<file path="config.mk">
export PLATFORM = sky130hd
export DESIGN_NAME = dcache_victim_buffer
export DESIGN_NICKNAME = d
export VERILOG_FILES = /design/src/rtl/dcache_victim_buffer.sv
export SDC_FILE = /design/constraint.sdc
export NUM_CORES = 1
export LEC_CHECK = 0
export CELL_PAD_IN_SITES_DETAIL_PLACEMENT = 2
export CELL_PAD_IN_SITES_GLOBAL_PLACEMENT = 2
export CORE_MARGIN = 4
export CORE_UTILIZATION = 31
export DETAILED_ROUTE_END_ITERATION = 8
export PLACE_DENSITY_LB_ADDON = 0.1
export REMOVE_ABC_BUFFERS = 1
export SLEW_MARGIN = 20
export SYNTH_ARGS = -nofsm -noshare
export SYNTH_HDL_FRONTEND = slang
export SYNTH_SLANG_ARGS = --single-unit
</file>
<file path="constraint.sdc">
create_clock -name clk -period 10.3 [get_ports clk]
set_clock_uncertainty 0.15 [all_clocks]
set_input_delay 1.03 -clock clk [delete_from_list [all_inputs] [get_ports clk]]
set_output_delay 1.03 -clock clk [all_outputs]
set_load 0.005 [all_outputs]
</file>
<file path="src/rtl/dcache_victim_buffer.sv">
// Single-entry write-back victim buffer: captures one evicted dirty line and
// drains it as a single AXI INCR write burst, with a line-address lookup port.
module dcache_victim_buffer #(
   parameter int LINE_WORDS  = 8,
   parameter int OFFSET_BITS = $clog2(LINE_WORDS) + 2
) (
   input  logic                     clk,
   input  logic                     rst,
   input  logic                     vb_push,
   output logic                     vb_ready,
   input  logic [31:0]              vb_addr,
   input  logic [LINE_WORDS*32-1:0] vb_data,
   input  logic [31:0]              lk_addr,
   output logic                     lk_hit,
   output logic                     busy,
   output logic                     awvalid,
   input  logic                     awready,
   output logic [31:0]              awaddr,
   output logic [7:0]               awlen,
   output logic [2:0]               awsize,
   output logic [1:0]               awburst,
   output logic                     wvalid,
   input  logic                     wready,
   output logic [31:0]              wdata,
   output logic [3:0]               wstrb,
   output logic                     wlast,
   input  logic                     bvalid,
   output logic                     bready
);

   localparam int BW = $clog2(LINE_WORDS);
   localparam logic [BW-1:0] LAST = BW'(LINE_WORDS - 1);

   typedef enum logic [1:0] {IDLE, AW, W, B} state_t;

   state_t        state;
   logic          valid;
   logic [BW-1:0] beat;
   logic [BW-1:0] beat_nx;
   logic [31:0]   line [LINE_WORDS];
   logic          unused_offsets;

   assign awlen   = 8'(LINE_WORDS - 1);
   assign awsize  = 3'b010;
   assign awburst = 2'b01;
   assign wstrb   = 4'hF;
   assign beat_nx = beat + BW'(1);

   // awaddr doubles as the held line address, so the lookup compares against it
   assign lk_hit = valid && (lk_addr[31:OFFSET_BITS] == awaddr[31:OFFSET_BITS]);

   assign unused_offsets = ^{vb_addr[OFFSET_BITS-1:0], lk_addr[OFFSET_BITS-1:0]};

   always_ff @(posedge clk) begin
      if (state == IDLE && vb_push) begin
         for (int unsigned i = 0; i < LINE_WORDS; i++) begin
            line[i] <= vb_data[32*i +: 32];
         end
      end
   end

   always_ff @(posedge clk) begin
      if (rst) begin
         state    <= IDLE;
         valid    <= 1'b0;
         beat     <= '0;
         awaddr   <= '0;
         wdata    <= '0;
         vb_ready <= 1'b1;
         busy     <= 1'b0;
         awvalid  <= 1'b0;
         wvalid   <= 1'b0;
         wlast    <= 1'b0;
         bready   <= 1'b0;
      end else begin
         case (state)
            IDLE: begin
               if (vb_push) begin
                  awaddr   <= {vb_addr[31:OFFSET_BITS], {OFFSET_BITS{1'b0}}};
                  valid    <= 1'b1;
                  vb_ready <= 1'b0;
                  busy     <= 1'b1;
                  awvalid  <= 1'b1;
                  state    <= AW;
               end
            end
            AW: begin
               if (awready) begin
                  awvalid <= 1'b0;
                  beat    <= '0;
                  wvalid  <= 1'b1;
                  wdata   <= line[0];
                  wlast   <= (LINE_WORDS == 1);
                  state   <= W;
               end
            end
            W: begin
               // wdata/wlast are registered, so they are loaded one beat ahead
               if (wready) begin
                  if (beat == LAST) begin
                     wvalid <= 1'b0;
                     wlast  <= 1'b0;
                     bready <= 1'b1;
                     state  <= B;
                  end else begin
                     beat  <= beat_nx;
                     wdata <= line[beat_nx];
                     wlast <= (beat_nx == LAST);
                  end
               end
            end
            B: begin
               if (bvalid) begin
                  valid    <= 1'b0;
                  bready   <= 1'b0;
                  busy     <= 1'b0;
                  vb_ready <= 1'b1;
                  state    <= IDLE;
               end
            end
            default: state <= IDLE;
         endcase
      end
   end

endmodule

</file>
==> metrics, run 1 <==
H-tree levels=2; EDFF count, synth=about 260; CP Capture Type=primary output; Fillers=between 4000 and 5000; Setup Crit Path Kind=input port to primary output; Die ar.=45500 um^2; maximum net fanout on the critical path=1; hold_buf cts=0; Leakage=about 6.0 nW; TritonCTS Sinks=326; non-filler cells, final=~1800; Initial DRC Count=between 400 and 500; Final Setup Violations=0; max cap viols=0; DP Cell Count=1749; Nets=approximately 1600; Synth Cell Area=13100 um^2; WL per Instance=23.6 um; RR Endpoint=wdata[13]; crit path DAT=about 3.2 ns; flop2flop setup slack=between 7 and 8 ns; worst-case reg-to-reg path depth=7; Ys Warns=0; Clock Pin Slew Worst Setup and Hold Paths=roughly 0.05 ns; die height=approximately 210 um; crit path from=lk_addr[28]; FF-to-FF Start=beat[0]; Pre-antenna DRT Iters=4; Sw Share=about 30%; register area share after synthesis=between 60% and 70%; GRT Util Overall=18.1%; maximum vdd drop=~0.15 mV; Avg Inst Size Synth=14.9 um^2; root buf cell=clkbuf_16; Multi-input gate area=approximately 3600 um^2; Starting Density=a little under a third; DR vias=roughly 8700; Post-DRT Antenna Nets=0; Routability Congestion=around 0.77; row cnt=between 70 and 80; Clk network pwr share=28.6%; clk_lat worst skew=approximately 0.53 ns; Max clock buf depth=3; Gate Count Post-Synth=between 800 and 900; post-cts repair resize count=0; synth unique cells=44; WP data required=9.12 ns; Main synth FF type=edfxtp_1; combinational share of power=between 20% and 30%; DR vias/cell=about 4.8; crit start category=input port; DP Wirelength=between 30000 and 40000 um; Async S/R FF share, synth=0%; worst slew pin tran=1.02 ns; Rel. slew slack=around a third; P_int=0.00312 W; die width=approximately 210 um; critical path endpoint=lk_hit; Total Neg Setup Slack=0 ns; period utilization=42.8%; Port Buffers=~380; crit path time final=between 4 and 5 ns; final max-slew violation count=0; Max Clk Rate=around 230 MHz; number of global-route vias before repair=around 9600; status=completed; #FFs+latches synth=326; Flop pwr share=roughly 44%; layout cell share with drive strength beyond 1=about an eighth; HP Class=register to register; sw power=0.00134 W; first-pass GRT wire length=just over 60000 um; grt total ovfl=0; power per cell area=approximately 240 nW/um^2; TritonCTS clock tree=built; Fin. Hold Viols=0; Core ar.=between 40000 and 50000 um^2; largest net degree at the start of global routing=roughly 140; TritonCTS Buffers=38; final WL=around 43000 um; Reg area=slightly above 9000 um^2; DRC=0; Area Overhead vs Synth=41.6%; # Post-CTS Setup Buffers=0; initial antenna violation count=9; Ports=between 400 and 500; RSZ-0062 raised after global routing=no
-- sequential cells by signal, summed over array words and instances (netlist names) --
name      flops
bready        1
awvalid       1
wvalid        1
state         2
valid         1
vb_ready      1
wdata        32
wlast         1
line        256
beat          3
awaddr       27
-- layout by cell type, fill, tap and decap left out, types with 2 or more instances in the layout --
cell / count
conb_1: 22
a21oi_1: 34
nand3_1: 4
clkinv_1: 2
clkbuf_1: 17
a311oi_1: 2
a211oi_2: 30
a2bb2oi_1: 3
a221oi_1: 4
clkbuf_8: 4
nand2_1: 61
nand2b_1: 4
xnor2_1: 27
nand3b_1: 2
dfxtp_1: 69
clkbuf_16: 39
clkinv_2: 4
buf_4: 15
nand4_1: 7
mux2i_1: 96
nor3b_1: 2
nor2b_1: 3
ha_1: 7
diode_2: 8
inv_1: 4
nor2_1: 75
edfxtp_1: 256
o22ai_1: 30
clkdlybuf4s50_1: 380
a221oi_2: 28
mux2_2: 3
nor2_2: 30
-- critical path, stage by stage --
cell and delay (ns):
clkdlybuf4s50_1 0.47, xnor2_1 0.13, nand4_1 0.20, or4_1 0.57, nor4_1 0.26, clkdlybuf4s50_1 0.57
-- synthesized netlist by cell type (all sizes together) (2+ instances only) --
cell type / number / area share, %
a211oi: 31 / 2.9
a21oi: 35 / 1.4
a221oi: 32 / 3.5
a2bb2oi: 3 / 0.20
a311oi: 2 / 0.13
buf: 53 / 2.7
clkbuf: 20 / 0.57
conb: 2 / 0.057
dfxtp: 70 / 11
edfxtp: 256 / 59
ha: 7 / 0.67
inv: 6 / 0.17
mux2: 3 / 0.26
mux2i: 96 / 7.3
nand2: 62 / 1.8
nand2b: 4 / 0.19
nand3: 5 / 0.19
nand3b: 2 / 0.11
nand4: 7 / 0.33
nor2: 105 / 3.6
nor2b: 3 / 0.14
nor3b: 2 / 0.11
o22ai: 30 / 1.4
xnor2: 27 / 1.8
-- through the flow --
| step | instance area, um^2 | util [%] | setup slack (ns) | total power [W] | hold slack [ns] |
|---|---|---|---|---|---|
| 3_5_place_dp | 17300 | 42.0 | 5.92 | 0.00324 | 0.323 |
| 6_report | 18500 | 44.8 | 5.89 | 0.00447 | 0.339 |
| 4_1_cts | 18500 | 44.8 | 5.92 | 0.00455 | 0.342 |
| 5_1_grt | 18500 | 44.8 | 5.77 | 0.00472 | 0.369 |
| 3_3_place_gp | 17300 | 42.0 | 5.97 | 0.00319 | 0.307 |
| 2_1_floorplan | 12700 | - | 2.67 | 0.00272 | 0.285 |
-- worst min path at each step --
stage	from	slack, ns	to	depth (start not counted)
global placement	beat[2]	0.31	beat[2]	2
global route	awaddr[24]	0.37	awaddr[24]	2
finish	awaddr[28]	0.34	awaddr[28]	2
floorplan	beat[2]	0.28	beat[2]	2
detailed placement	beat[2]	0.32	beat[2]	2
CTS	awaddr[28]	0.34	awaddr[28]	2
-- power groups by stage --
stage	registers, W	logic, W	clock network, W
detailed placement	0.00201	0.00123	0
finish	0.00198	0.00120	0.00128
global route	0.00202	0.00131	0.00139
floorplan	0.00209	0.000637	0
global placement	0.00199	0.00120	0
CTS	0.00199	0.00124	0.00132
-- routing by layer --
layer	up-vias	wire, um	track usage [%]
met2	228	22400	31.7
met1	4406	17400	22.1
met5	-	46	0
met4	8	691	4.75
met3	47	2660	5.18
li1	4023	-	-
-- cells by family after synthesis --
kind of cell,after synthesis,share of synthesized area (%)
other,2,0.0574
AO/OA/AOI/OAI,139,9.93
XOR/XNOR,27,1.81
AND/OR/NAND/NOR,195,6.79
multiplexers,100,7.78
buffers and inverters,79,3.46
adder cells (fa/ha/maj),7,0.670
flip-flops,326,69.5
-- area by class of cell --
class / instances / area share (%)
Sequential cell: 326 / 49.1
Timing Repair Buffer: 395 / 21.1
Multi-Input combinational cell: 490 / 19.6
Clock buffer: 60 / 5.91
Tap cell: 532 / 3.59
Clock inverter: 9 / 0.392
Inverter: 6 / 0.162
Antenna cell: 8 / 0.108
(Power assumes the default switching activity.)
==> run 2, diff against run 1 <==
- CORE_UTILIZATION: 31 -> 28
- clock period: 10.3 -> 3.9 ns (I/O delays scaled with it)
==> run 2 against run 1 <==
Compared with the run above:
- hold slack worse by 0.092 ns
- sequential share of layout area is 0.79 points lower
- worst setup slack worse by 5.1 ns
- non-clock buffer count is 7 higher
- die area is 10% higher
- sequential power grew to 2.6 times the previous value
- critical path type is now register to primary output
==> metrics, run 2 (synthesis results as in run 1) <==
most common cell after layout, fill and taps aside=clkdlybuf4s50_1 (unchanged); first-pass GRT wire length=63500 um (was 61300 um); Pwr Total=0.0121 W (was 0.00447 W); status=completed (unchanged); met2 wire length=23000 um (was 22400 um); hold path cells=3 (was 2); CP Capture Type=primary output (unchanged); maximum vdd drop=0.311 mV (was 0.153 mV); Die ar.=50200 um^2 (was 45500 um^2); row cnt=78 (was 74); Starting Density=28.6% (was 31.7%); period utilization=between 70% and 80%; post-cts repair resize count=0 (unchanged); DR vias=8719 (was 8712); metal3 WL=2730 um (was 2660 um); H-tree levels=2 (unchanged); Core ar.=45800 um^2 (was 41300 um^2); Initial DRC Count=357 (was 415); GRT Util Overall=16.8% (was 18.1%); die width=224 um (was 213 um); most frequent cells in the layout=clkdlybuf4s50_1, edfxtp_1, mux2i_1, nor2_1, dfxtp_1 (unchanged); HP Class=input port to register (was register to register); wire length on met1=17000 um (was 17400 um); hold_buf cts=0 (unchanged); Reg area=9090 um^2 (unchanged); DP Wirelength=31000 um (was 30000 um); final instance area=18800 um^2 (was 18500 um^2); area post-placement=17500 um^2 (was 17300 um^2); Fin. Hold Viols=0 (unchanged); Setup Crit Path Kind=register to primary output (was input port to primary output); Top Registers=line: 256 flops, wdata: 32 flops, awaddr: 27 flops (unchanged); WP data required=3.36 ns (was 9.12 ns); Ports=414 (unchanged); Rel. slew slack=26.6% (was 32.0%); Port Buffers=381 (unchanged); crit start category=register (was input port); TritonCTS clock tree=built (unchanged); Pre-antenna DRT Iters=4 (unchanged); Max clock buf depth=3 (unchanged); Area Overhead vs Synth=43.9% (was 41.6%); Post-DRT Antenna Nets=0 (unchanged); number of global-route vias before repair=9696 (was 9566); die height=224 um (was 213 um); max cap viols=0 (unchanged); Fillers=4512 (was 4051); layout cell share with drive strength beyond 1=13.8% (was 13.0%); max FFs per register=256 (unchanged); Setup WS pre-CTS=0.818 ns (was 5.92 ns); RSZ-0062 raised after global routing=no (unchanged); top routing layer in use=met5 (unchanged); crit path time final=3.07 ns; power per cell area=645 nW/um^2 (was 241 nW/um^2); maximum net fanout on the critical path=3 (was 1); worst-case reg-to-reg path depth=6 (was 7); DR vias/cell=4.59 (was 4.77); root buf cell=clkbuf_16 (unchanged); TritonCTS Sinks=326 (unchanged); largest net degree at the start of global routing=69 (was 143); Clock Pin Slew Worst Setup and Hold Paths=0.06 ns (was 0.05 ns); worst slew pin tran=1.10 ns (was 1.02 ns); Leakage=6.15 nW (was 6.03 nW); Routability Congestion=0.716 (was 0.771); Nets=1599 (was 1590); final WL=43500 um (was 43100 um); Max Clk Rate=roughly 330 MHz; fin worst setup slack=0.834 ns (was 5.89 ns); grt total ovfl=0 (unchanged); # Post-CTS Setup Buffers=0 (unchanged); Total Neg Setup Slack=0 ns (unchanged); largest reg by FF count=line (unchanged); initial antenna violation count=8 (was 9); Final Setup Violations=0 (unchanged); clk_lat worst skew=0.55 ns (was 0.53 ns); WL per Instance=22.9 um (was 23.6 um); Multi-input gate area=3630 um^2 (unchanged); final max-slew violation count=0 (unchanged); DRC=0 (unchanged); TritonCTS Buffers=40 (was 38); hold_ws=0.247 ns (was 0.339 ns); crit path DAT=2.53 ns (was 3.23 ns)
==> run 2: cell count changes in the layout (fill, tap and decap cells not counted), sizes merged <==
cell	previous run	this run
clkbuf	60	56
buf	15	22
diode	8	1
bufinv	1	3
inv	8	6
clkinv	6	14
==> run 2: final cells by class <==
| class | instances | share of cell area, % |
|---|---|---|
| Sequential cell | 326 | 48.3 |
| Inverter | 6 | 0.160 |
| Timing Repair Buffer | 402 | 21.4 |
| Multi-Input combinational cell | 490 | 19.3 |
| Clock buffer | 56 | 5.97 |
| Antenna cell | 1 | 0.0133 |
| Clock inverter | 17 | 0.871 |
| Tap cell | 600 | 3.99 |
==> run 2: through the flow <==
stage	util (%)	std cells
6_report	41.1	1898
5_1_grt	41.1	1898
4_1_cts	41.1	1897
3_5_place_dp	38.3	1824
3_3_place_gp	38.3	1824
2_1_floorplan	-	822
==> run 2: worst paths after layout <==
path | from | end | slack [ns]
setup / recovery | awaddr[5] | lk_hit | 0.83
setup reg to reg | beat[0] | wdata[5] | 0.87
hold / removal | vb_addr[13] | awaddr[13] | 0.25
hold reg to reg | beat[2] | beat[2] | 0.32
==> run 2: where the power goes <==
| part | total (W) | internal [W] | switching [W] |
|---|---|---|---|
| Clock | 0.00365 | 0.00221 | 0.00144 |
| Combinational | 0.00327 | 0.00145 | 0.00182 |
| Sequential | 0.00522 | 0.00486 | 0.000359 |
==> run 2: worst max-delay path, stage by stage, from the launching register on <==
cell and delay (ns):
dfxtp_1 0.41, xnor2_1 0.14, nand4_1 0.12, or4_1 0.57, nor4_1 0.19, clkdlybuf4s50_1 0.56
==> run 2: per-layer routing <==
metal,up-vias,GRT usage [%]
met5,-,0
met4,14,4.08
met3,56,4.61
met2,220,30.6
met1,4404,19.7
li1,4025,-
==> run 3, diff against run 2 <==
- clock period: 3.9 -> 2.8 ns (I/O delays scaled with it)
==> run 3 against run 2 <==
Compared with the run above:
- die area did not move
- global-route usage barely moved
- clock-buffer cell count rose by 2
- critical path depth did not move
- first-iteration DRC count rose by 3.9%
- register-to-register slack got worse by 0.54 ns
- wire length rose by 0.14%
- critical endpoint unchanged
- cell count rose by 0.32%
==> metrics, run 3 (synthesis results as in run 1) <==
status=completed (unchanged); die height=224 um (unchanged); Fillers=4541 (was 4512); Sw Share=30.4% (was 29.9%); HP Class=input port to register (unchanged); grt total ovfl=0 (unchanged); crit start category=register (unchanged); Worst path max stage delay=0.55 ns (was 0.57 ns); Clk network pwr share=28.3% (was 30.1%); combinational share of power=28.2% (was 27.0%); root buf cell=clkbuf_16 (unchanged); WP data required=2.37 ns (was 3.36 ns); TritonCTS clock tree=built (unchanged); WL per Instance=22.9 um (about the same); Max Clk Rate=about 390 MHz; crit path DAT=2.16 ns (was 2.53 ns); largest net degree at the start of global routing=93 (was 69); non-filler cells, final=1904 (was 1898); initial antenna violation count=4 (was 8); Flop pwr share=43.5% (was 43.0%); die width=224 um (unchanged); slowest CP cell=or4_1 (unchanged); hold_ws=0.111 ns (was 0.247 ns); Initial DRC Count=371 (was 357); fin worst setup slack=0.213 ns (was 0.834 ns); first-pass GRT wire length=63500 um (about the same); Nets=1605 (was 1599); Pre-antenna DRT Iters=4 (unchanged); layout cell share with drive strength beyond 1=14.0% (was 13.8%); most common cell after layout, fill and taps aside=clkdlybuf4s50_1 (unchanged); Total Neg Setup Slack=0 ns (unchanged); Final Setup Violations=0 (unchanged); Die ar.=50200 um^2 (unchanged); Ports=414 (unchanged); TritonCTS Sinks=326 (unchanged); largest reg by FF count=line (unchanged); GRT Util Overall=16.8% (about the same); CP Capture Type=primary output (unchanged); Fin. Hold Viols=0 (unchanged); final WL=43600 um (was 43500 um); TritonCTS Buffers=39 (was 40); DP Cell Count=1831 (was 1824); Routability Congestion=0.713 (was 0.716); Leakage=6.14 nW (was 6.15 nW); DR vias/cell=4.60 (was 4.59); H-tree levels=2 (unchanged); clk_lat worst skew=0.53 ns (was 0.55 ns); final instance area=18800 um^2 (about the same); Clock Pin Slew Worst Setup and Hold Paths=0.06 ns (about the same); Rel. slew slack=33.9% (was 26.6%); Setup WS pre-CTS=0.0337 ns (was 0.818 ns); Area Overhead vs Synth=43.9% (about the same); Post-DRT Antenna Nets=0 (unchanged); sw power=0.00508 W (was 0.00363 W); row cnt=78 (unchanged); hold_buf cts=0 (unchanged); max FFs per register=256 (unchanged); Top Registers=line: 256 flops, wdata: 32 flops, awaddr: 27 flops (unchanged); DP Wirelength=31100 um (was 31000 um); final max-slew violation count=0 (unchanged); maximum vdd drop=0.491 mV (was 0.311 mV); DR vias=8753 (was 8719); most frequent cells in the layout=clkdlybuf4s50_1, edfxtp_1, mux2i_1, nor2_1, dfxtp_1 (unchanged); Core ar.=45800 um^2 (unchanged); maximum net fanout on the critical path=3 (unchanged); crit path time final=roughly 2.6 ns; Port Buffers=381 (unchanged); power per cell area=888 nW/um^2 (was 645 nW/um^2); area post-placement=17600 um^2 (was 17500 um^2); worst slew pin tran=0.991 ns (was 1.10 ns); period utilization=92.4%; Setup Crit Path Kind=register to primary output (unchanged); max cap viols=0 (unchanged); RSZ-0062 raised after global routing=no (unchanged); number of global-route vias before repair=9731 (was 9696); Starting Density=28.6% (unchanged); Max clock buf depth=3 (unchanged); P_int=0.0116 W (was 0.00852 W); worst-path cell chain=xnor2_1 > nand4_1 > or4_1 > nor4_1 > dlygate4sd2_1 (was xnor2_1 > nand4_1 > or4_1 > nor4_1 > clkdlybuf4s50_1); DRC=0 (unchanged)
==> run 3: cell count changes in the layout (fill, tap and decap cells not counted), sizes merged <==
cell,before,now
inv,6,7
dlygate4sd2,0,1
bufinv,3,1
clkinv,14,10
buf,22,29
clkbuf,56,58
clkdlybuf4s50,380,379
diode,1,3
==> run 3: power groups by stage <==
| stage | clock [W] | sequential, W | combinational [W] |
|---|---|---|---|
| 2_1_floorplan | 0 | 0.00707 | 0.00206 |
| 3_3_place_gp | 0 | 0.00731 | 0.00470 |
| 3_5_place_dp | 0 | 0.00738 | 0.00482 |
| 4_1_cts | 0.00490 | 0.00729 | 0.00484 |
| 5_1_grt | 0.00512 | 0.00741 | 0.00514 |
| 6_report | 0.00473 | 0.00727 | 0.00471 |
==> run 3: cell type report <==
class,instances,area (um^2),share of cell area (%)
Antenna cell,3,7.51,0.0399
Timing Repair Buffer,409,4150,22.0
Multi-Input combinational cell,490,3630,19.3
Sequential cell,326,9100,48.3
Tap cell,600,751,3.99
Clock inverter,12,81.3,0.432
Inverter,6,30.0,0.160
Clock buffer,58,1080,5.73
==> run 3: per-layer routing <==
layer	routed length [um]	track usage, %	share of wire, %	up-vias
met5	30	0	0.069	-
met3	2520	4.18	5.8	54
met1	17500	20.5	40	4448
met4	709	4.00	1.6	6
li1	-	-	-	4040
met2	22800	30.1	52	205
==> run 3: worst paths after layout <==
path | start | endpoint | slack, ns | cells past startpoint
max | awaddr[6] | lk_hit | 0.21 | 5
min | rst | awaddr[14] | 0.11 | 2
max reg2reg | beat[0] | wdata[9] | 0.33 | 7
min reg2reg | beat[2] | beat[2] | 0.33 | 2
==> run 3: metrics by stage <==
step                      utilization [%]  total power, W
after floorplan                         -         0.00913
after global placement               38.6          0.0120
after detailed placement             38.6          0.0122
after CTS                            41.1          0.0170
after global routing                 41.1          0.0177
final                                41.1          0.0167
==> run 3: critical path: cells and delay by family (launching register included) <==
kind / cells / cell delay [ns]
buf+inv: 1 / 0.27
simple gates: 3 / 0.84
flops: 1 / 0.34
xor+xnor: 1 / 0.18
==> run 3: timing repair <==
item / CTS / global route
endpoints found under the setup margin: 1 / 0
resized for setup: 4 / 0
endpoints found under the hold margin: 0 / 0
buffers inserted: 0 / 0
